===== config.mk =====
export PLATFORM = sky130hd
export DESIGN_NAME = wb_write_sequencer
export DESIGN_NICKNAME = d
export VERILOG_FILES = /design/src/rtl/wb_write_sequencer.sv
export SDC_FILE = /design/constraint.sdc
export NUM_CORES = 1
export LEC_CHECK = 0
export BUFFER_PORTS_ARGS = -buffer_cell sky130_fd_sc_hd__buf_2
export CORE_ASPECT_RATIO = 0.75
export CORE_UTILIZATION = 45
export CTS_CLUSTER_DIAMETER = 120
export DETAILED_ROUTE_END_ITERATION = 10
export PLACE_DENSITY = 0.78
export SYNTH_ARGS = -nofsm -noshare
export SYNTH_HDL_FRONTEND = slang
export SYNTH_SLANG_ARGS = --single-unit

===== constraint.sdc =====
create_clock -name Clk -period 1.7 [get_ports Clk]
set_input_delay 0.085 -clock Clk [delete_from_list [all_inputs] [get_ports Clk]]
set_output_delay 0.085 -clock Clk [all_outputs]
set_load 0.01 [all_outputs]

===== src/rtl/wb_write_sequencer.sv =====
// Writeback sequencer feeding the 32x32 register file: one result per handshake,
// LDD split into an even/odd register write pair, %g0 writes suppressed.
module wb_write_sequencer #(
    parameter int unsigned CNT_W = 16
) (
    input  logic             Clk,
    input  logic             Rst,
    input  logic             in_valid,
    output logic             in_ready,
    input  logic             in_le,
    input  logic             in_dbl,
    input  logic [4:0]       in_rd,
    input  logic [31:0]      in_data,
    input  logic [31:0]      in_data_hi,
    output logic [31:0]      PW,
    output logic [4:0]       RW,
    output logic             LE,
    output logic             busy,
    output logic [CNT_W-1:0] wr_count
);

    typedef enum logic {
        ST_IDLE,
        ST_SECOND
    } state_t;

    state_t           state_q, state_d;
    logic [31:0]      pw_q, pw_d;
    logic [4:0]       rw_q, rw_d;
    logic             le_q, le_d;
    logic [31:0]      hi_q, hi_d;
    logic             le2_q, le2_d;
    logic [3:0]       rdh_q, rdh_d;
    logic [CNT_W-1:0] cnt_q;

    always_comb begin
        state_d = state_q;
        pw_d    = pw_q;
        rw_d    = rw_q;
        le_d    = 1'b0;
        hi_d    = hi_q;
        le2_d   = le2_q;
        rdh_d   = rdh_q;
        case (state_q)
            ST_IDLE: begin
                if (in_valid) begin
                    pw_d = in_data;
                    if (in_dbl) begin
                        // Odd rd is forced even; only the even half can hit %g0.
                        rw_d    = {in_rd[4:1], 1'b0};
                        le_d    = in_le & (in_rd[4:1] != 4'd0);
                        hi_d    = in_data_hi;
                        le2_d   = in_le;
                        rdh_d   = in_rd[4:1];
                        state_d = ST_SECOND;
                    end else begin
                        rw_d = in_rd;
                        le_d = in_le & (in_rd != 5'd0);
                    end
                end
            end
            ST_SECOND: begin
                pw_d    = hi_q;
                rw_d    = {rdh_q, 1'b1};
                le_d    = le2_q;
                state_d = ST_IDLE;
            end
            default: state_d = ST_IDLE;
        endcase
    end

    always_ff @(posedge Clk) begin
        if (Rst) begin
            state_q <= ST_IDLE;
            pw_q    <= '0;
            rw_q    <= '0;
            le_q    <= 1'b0;
            hi_q    <= '0;
            le2_q   <= 1'b0;
            rdh_q   <= '0;
            cnt_q   <= '0;
        end else begin
            state_q <= state_d;
            pw_q    <= pw_d;
            rw_q    <= rw_d;
            le_q    <= le_d;
            hi_q    <= hi_d;
            le2_q   <= le2_d;
            rdh_q   <= rdh_d;
            if (le_d && (cnt_q != '1)) begin
                cnt_q <= cnt_q + CNT_W'(1);
            end
        end
    end

    assign in_ready = (state_q == ST_IDLE) && !Rst;
    assign busy     = (state_q == ST_SECOND);
    assign PW       = pw_q;
    assign RW       = rw_q;
    assign LE       = le_q;
    assign wr_count = cnt_q;

endmodule


After elaboration in Yosys (flattened, before gate mapping)
Cells that the tools add are included.
{ "op_classes": {"n_reduce_logical": 6, "mux": 11, "eq_ne": 2, "addsub": 1, "bitwise_logic": 3} }
{ "ops": {"columns": ["operator", "count"], "rows": [
  ["$pmux 32 s2", 1],
  ["$mux 32", 1],
  ["$add 16x1->16 const B", 1],
  ["$ne 16x16->1 const B", 1],
  ["$pmux 5 s2", 1],
  ["$mux 1", 5],
  ["$mux 5", 1],
  ["$reduce_bool 5->1", 1],
  ["$pmux 1 s2", 2],
  ["$reduce_bool 4->1", 1],
  ["$reduce_and 3->1", 1],
  ["$and 1x1->1", 2],
  ["$logic_and 1x1->1", 2],
  ["$ne 2x2->1 const B", 1],
  ["$logic_not 1->1", 1],
  ["$not 1->1", 1]
]} }
{ "word_totals": {"inputBits": 74, "elab_cells": 31, "register_bits": 92, "output_inout_bits": 56} }

Depth between registers and ports, before layout
Gate-level depths: netlist (run 1).
{ "logic_depth": {"ltp_word": 6, "ltp_mapped": 9, "ltp_nobuf": 6} }

Least setup slack after synthesis (run 1)
No wires, ideal clock.
{ "synth_timing": {"kind": "register to register", "from": "reg cnt_q[0] (netlist: wr_count[0])", "to": "reg cnt_q[7] (netlist: wr_count[7])", "n_path_buf": 2, "required_ps": 1579, "path_slack_ps": -56, "setup_ps": 121, "stages_incl_launch_ff": 9, "arrival_ps": 1635, "period_less_slack_ps": 1756, "path_cell_list": "dfxtp_1 > ha_1 > inv_1 > nor2_1 > and3_1 > buf_6 > buf_12 > nor3_2 > mux2_4"} }
{ "synth_via": {"elab_chain_len": 2, "word_cells_on_any_way": 3, "cone_classes": "add/sub (1); eq/ne (1); reduce/logical (1)"} }
{ "synth_rtl": {"columns": ["item", "line", "source"], "rows": [
  ["start: declaration", "34", "logic [CNT_W-1:0] cnt_q;"],
  ["start signal: assignment", "91", "cnt_q <= cnt_q + CNT_W'(1);"],
  ["branches (longest 2 deep; another with $add 16x1->16)", null, null]
]} }
Parallel ways; which one is timed is not known.
A chain may end at the register's enable or synchronous reset.

Worst setup path in the final report (run 1)
{ "layout_timing": {"from": "reg cnt_q[0] (netlist: wr_count[0])", "to": "reg cnt_q[3] (netlist: wr_count[3])"} }
Same word-level chain as after synthesis.

==> results of run 1 <==
-- layout make-up --
cell class / count / share of cell area
tap: 108 / 0.0249
inverter: 2 / 0.00138
clock inverter: 6 / 0.00853
multi-input combinational: 352 / 0.360
timing repair buffer: 186 / 0.222
sequential: 92 / 0.340
clock buffer: 10 / 0.0422
-- through the flow --
stage / worst slack, ns / std cells / TNS (ns)
after global placement: 0.0111 / 712 / 0
after CTS: 0.0127 / 756 / 0
after floorplan: 0.000862 / 483 / 0
final: 0.0473 / 756 / 0
after detailed placement: -0.0164 / 712 / -0.0657
after global routing: -0.0165 / 756 / -0.0282
-- logic make-up (layout without fill, tap and decap cells) --
logic type	after synthesis	in the layout	share of synthesized area
compound gates	103	103	0.146
fa+ha+maj	1	1	0.00319
simple gates	210	210	0.232
buf+inv	39	204	0.0492
mux	38	38	0.0997
flops	92	92	0.470
-- what timing repair did --
action                                  4_1_cts  5_1_grt
resized for setup                             2       11
setup buffers                                 0        0
endpoints found under the hold margin        28        0
pin swaps                                     1        3
hold buffers                                 28        0
endpoints found under the setup margin        9       10
-- how the worst max path moves through the flow --
stage,depth (start not counted),end
2_1_floorplan,8,wr_count[7]
3_3_place_gp,7,wr_count[8]
3_5_place_dp,7,wr_count[11]
4_1_cts,7,wr_count[10]
5_1_grt,8,wr_count[3]
6_report,7,wr_count[3]
-- registers in the layout, indices dropped and copies added (netlist names) --
name	flops
RW	5
rdh_q	4
le2_q	1
wr_count	16
LE	1
hi_q	32
busy	1
PW	32
-- metal layers --
metal | vias up | routed length, microns
met5 | - | 0
li1 | 1957 | -
met4 | 0 | 40
met3 | 4 | 465
met2 | 103 | 4890
met1 | 1794 | 4570
-- placed cells by master, fill, tap and decap left out, types with 2 or more instances in the layout --
cell type,instances
a21oi_1,79
a21oi_2,8
buf_12,5
buf_2,129
buf_4,24
clkbuf_16,9
clkinvlp_4,2
dfxtp_1,89
dfxtp_2,3
dlygate4sd3_1,28
inv_6,3
mux2_4,2
mux2i_1,36
nand2_1,89
nand3_1,6
nand4_1,2
nor2_1,84
nor2_2,2
nor2b_1,2
o21ai_1,2
o31ai_1,11
or4_1,7
or4_4,4
-- report_power, final --
part / internal, mW / switching (mW)
clock network: 1.00 / 0.848
logic: 0.292 / 0.327
registers: 2.26 / 0.0522
-- worst max-delay path: stages, from the launching register on --
cell and delay [ns]:
dfxtp_2 0.32, ha_2 0.19, inv_2 0.06, nor2_2 0.04
and3_4 0.18, buf_12 0.15, or4_1 0.50, a21oi_2 0.15
==> reports/qor.txt, run 1 <==
Fin. Hold Viols: 0
Global Route met2 Usage: 0.375
Die width: 110 microns
Fmax: 605 MHz
FF/Latch Area: 1850 sq um
Top cell type by total area after synthesis: dfxtp_1
Routed Antenna Nets: 0
Normalized max-slew margin: 0.424
Grt met1 use: 0.267
Port-buffer cells: 129
CORE AREA: 8450 sq um
GRT met3 Usage: 0.0507
Worst hold stages: 3
Die ar.: 9080 sq um
Worst Path Arrival: 1.92 ns
Syn_nets: 558
Status: finished, violations left
Post-DP HPWL: 6.66 mm
Synth warn: 0
Clock insertion delay at the later pin of the skew report: 0.33 ns
FF+latch count, synth: 92
DRT Pass-1 Iters: 7
# Max-Cap Violations: 0
Clk buf depth: 2
Initial Util: 0.463
Fraction of layout cells with a size suffix above 1: 0.313
FF-to-FF path depth: 7
Dominant cells by area after synthesis: dfxtp_1, a21oi_1, mux2i_1, nand2_1, nor2_1
H-tree Lvls: 3
Final GP Congestion: 0.817
Cells after Synth: 483
Avg Synthesized Cell Area: 8.11 sq um
Peak VDD IR: 0.604 mV
GRT busiest layer: met2
Hold_sp: in_data_hi[9]
Aggregate global routing overflow: 0
Initial DRC Count: 232
Root Driver: clkbuf_16
Post-DR vias/cell: 5.10
Vias in the first global route: 3377
Die Ht: 82.8 microns
Cell Pwr Density: 881 nW/um^2
Routed via count: 3858
CTS buffer count: 9
Ys async rst share: 0
Startpoint Class: flop
Crit end category: flop
Util after Layout: 0.642
Required @ worst endpoint: 1.97 ns
Avg WL per Cell: 13.2 microns
Setup Skew: 0.00612 ns
Final instance area: 5430 sq um
Min Tclk post-route: 1.65 ns
Top_reg_cell synth: dfxtp_1
Netlist cell types: 36
Failing checks: design-rule violations
Yosys top cell area share: 0.470
Antenna violations before repair: 0
Post-Synthesis Cell Area: 3920 sq um
First-pass GRT wire length: 15.2 mm
Antenna Cells: 0
Post-route DRC: 2
Reg2reg end: wr_count[3]
Most common cell in the synthesized netlist: dfxtp_1
Layout net count: 718
Area grow syn2layout: 38.5%
GRT Util Overall: 0.215
WL final: 9.96 mm
Register area share after synthesis: 0.470
Worst hold margin: 0.00982 ns
Largest net degree at the start of global routing: 58
Critical path type: reg -> reg
R2R Path Start: wr_count[0]
Clock Sinks: 92
Slew Limit Fails: 0
Reg2Reg Setup Slack: 0.05 ns
Fillers: 711
Worst-path clk slew: 0.07 ns
Final setup violation count: 0
I/O pin cnt: 130
Post-synth EDFFs: 0
Critical path peak fanout: 20
Power Total: 4.78 mW
Most frequent cells after synthesis: dfxtp_1, nand2_1, nor2_1
Hold Path Class: in -> reg
Hold EP: hi_q[9]
Site Rows: 29
Multi-input logic area: 1960 sq um
Final period util: 0.972
Post-place instance area: 4830 sq um
Worst-Margin Slew: 0.862 ns
CTS tree: done
CP startpoint: wr_count[0]
Leak pwr: 2.45 nW
Note: power is estimated with default switching activity, not from simulation.
==> inputs of run 2 (changes only) <==
--- a/config.mk
+++ b/config.mk
@@ -8,6 +8,7 @@
 export BUFFER_PORTS_ARGS = -buffer_cell sky130_fd_sc_hd__buf_2
 export CORE_ASPECT_RATIO = 0.75
 export CORE_UTILIZATION = 45
+export CTS_BUF_LIST = sky130_fd_sc_hd__clkbuf_16
 export CTS_CLUSTER_DIAMETER = 120
 export DETAILED_ROUTE_END_ITERATION = 10
 export PLACE_DENSITY = 0.78
==> constraint.sdc (replaced) <==
create_clock -name Clk -period 1.7 [get_ports Clk]
set_input_delay 0.17 -clock Clk [delete_from_list [all_inputs] [get_ports Clk]]
set_output_delay 0.17 -clock Clk [all_outputs]
set_load 0.01 [all_outputs]
==> reports/qor.txt, run 2 (same netlist as run 1, synthesis figures left out) <==
Slowest CP cell: or4_1
Post-DR vias/cell: 5.14
DRT Pass-1 Iters: 7
Slew Limit Fails: 0
Final instance area: 5200 sq um
Cell Pwr Density: 948 nW/um^2
Routed Antenna Nets: 0
Min Tclk post-route: 1.64 ns
Normalized max-slew margin: 0.717
Leak pwr: 2.38 nW
Power Total: 4.93 mW
Worst Path Arrival: 1.90 ns
Routed via count: 3763
Initial DRC Count: 179
Peak VDD IR: 0.550 mV
RSZ-0062 raised after global routing: false
I/O pin cnt: 130
Die width: 110 microns
Vias in the first global route: 3358
CTS tree: done
Util after Layout: 0.615
FF-to-FF path depth: 7
Largest net degree at the start of global routing: 62
Worst Slack Setup Final: 0.0613 ns
Status: finished, violations left
Failing checks: design-rule violations
Post-DP HPWL: 6.84 mm
Worst-path clk slew: 0.06 ns
Area grow syn2layout: 32.8%
Commonest cells after routing, fill and taps aside: buf_2, dfxtp_1, nand2_1, nor2_1, a21oi_1
Root Driver: clkbuf_16
Clock insertion delay at the later pin of the skew report: 0.33 ns
Initial Util: 0.463
Die ar.: 9080 sq um
Worst hold margin: 0.0797 ns
R2R Path Start: wr_count[0]
Layout net count: 695
CTS Hold Bufs: 0
Hold EP: hi_q[14]
Fraction of layout cells with a size suffix above 1: 0.332
# Max-Cap Violations: 0
Hold_sp: in_data_hi[14]
Cell chain of the critical path: ha_2 > inv_2 > nor2_2 > and3_4 > buf_6 > or4_1 > a21oi_2
Largest stage delay, worst path: 0.48 ns
Die Ht: 82.8 microns
Worst-Margin Slew: 0.424 ns
WL final: 9.68 mm
Final period util: 0.964
Hold Path Class: in -> reg
Reg2Reg Setup Slack: 0.06 ns
Port-buffer cells: 129
Crit end category: flop
Post-route DRC: 2
Post-place instance area: 4830 sq um
Final setup violation count: 0
CTS buffer count: 9
Setup Skew: 0.00465 ns
Post-Place Worst Slack: -0.0888 ns
Clock Sinks: 92
Antenna Cells: 0
Aggregate global routing overflow: 0
Required @ worst endpoint: 1.96 ns
Reg2reg end: wr_count[10]
Avg WL per Cell: 13.2 microns
GRT Util Overall: 0.213
Antenna violations before repair: 0
Critical path peak fanout: 16
Fin. Hold Viols: 0
First-pass GRT wire length: 15.0 mm
Most common cell after layout, fill and taps aside: buf_2
CORE AREA: 8450 sq um
Site Rows: 29
Worst hold stages: 3
H-tree Lvls: 3
Final GP Congestion: 0.900
Clk buf depth: 2
Startpoint Class: flop
Fmax: 610 MHz
Critical path type: reg -> reg
run 2: changes by cell type in the layout (fill, tap and decap cells not counted), moves of 2 or more:
| cell | delta |
|---|---|
| buf_12 | -3 |
| buf_4 | +5 |
| buf_6 | +3 |
| bufinv_16 | +2 |
| dlygate4sd3_1 | -28 |
| inv_1 | +2 |
| inv_6 | -3 |
| or4_1 | -2 |
| or4_4 | +2 |
run 2: where the power goes:
| group | switching [mW] | internal (mW) |
|---|---|---|
| sequential | 0.0513 | 2.26 |
| clock | 0.786 | 1.27 |
| combinational | 0.320 | 0.249 |
| total | 1.16 | 3.78 |
run 2: how the worst max path moves through the flow:
stage,start,to,slack [ns]
after floorplan,wr_count[0],wr_count[7],0.0009
after global placement,wr_count[0],wr_count[10],-0.01
after detailed placement,wr_count[0],wr_count[11],-0.09
after CTS,wr_count[0],wr_count[14],0.002
after global routing,wr_count[0],wr_count[5],0.002
final,wr_count[0],wr_count[10],0.06
run 2: final cells by class:
type	instances	area, sq um
clock inverter	6	82.6
multi-input combinational	352	1970
fill	769	3250
tap	108	135
timing repair buffer	163	937
inverter	2	7.51
clock buffer	9	225
sequential	92	1850
run 2: what timing repair did:
item,4_1_cts,5_1_grt
buffers inserted,0,0
pin swaps,0,4
resized for setup,4,15
endpoints found under the setup margin,11,10
gates cloned,0,0
run 2: critical path, delay by kind of cell (launching register included):
kind | cells | cell delay, ns
AND/OR/NAND/NOR | 3 | 0.72
flip-flops | 1 | 0.32
buffers and inverters | 2 | 0.22
adder cells (fa/ha/maj) | 1 | 0.18
AO/OA/AOI/OAI | 1 | 0.13
run 2: layer usage:
metal  vias up  track usage  wire [microns]
li1       1904            -               -
met1      1737        0.255            4300
met2       109        0.377            4750
met3        13       0.0531             513
met4         0       0.0693             121
met5         -            0               0
run 2: per-stage QoR:
stage,TNS [ns],cells
2_1_floorplan,0,483
3_3_place_gp,-0.0165,717
3_5_place_dp,-0.595,717
4_1_cts,0,732
5_1_grt,0,732
6_report,0,732
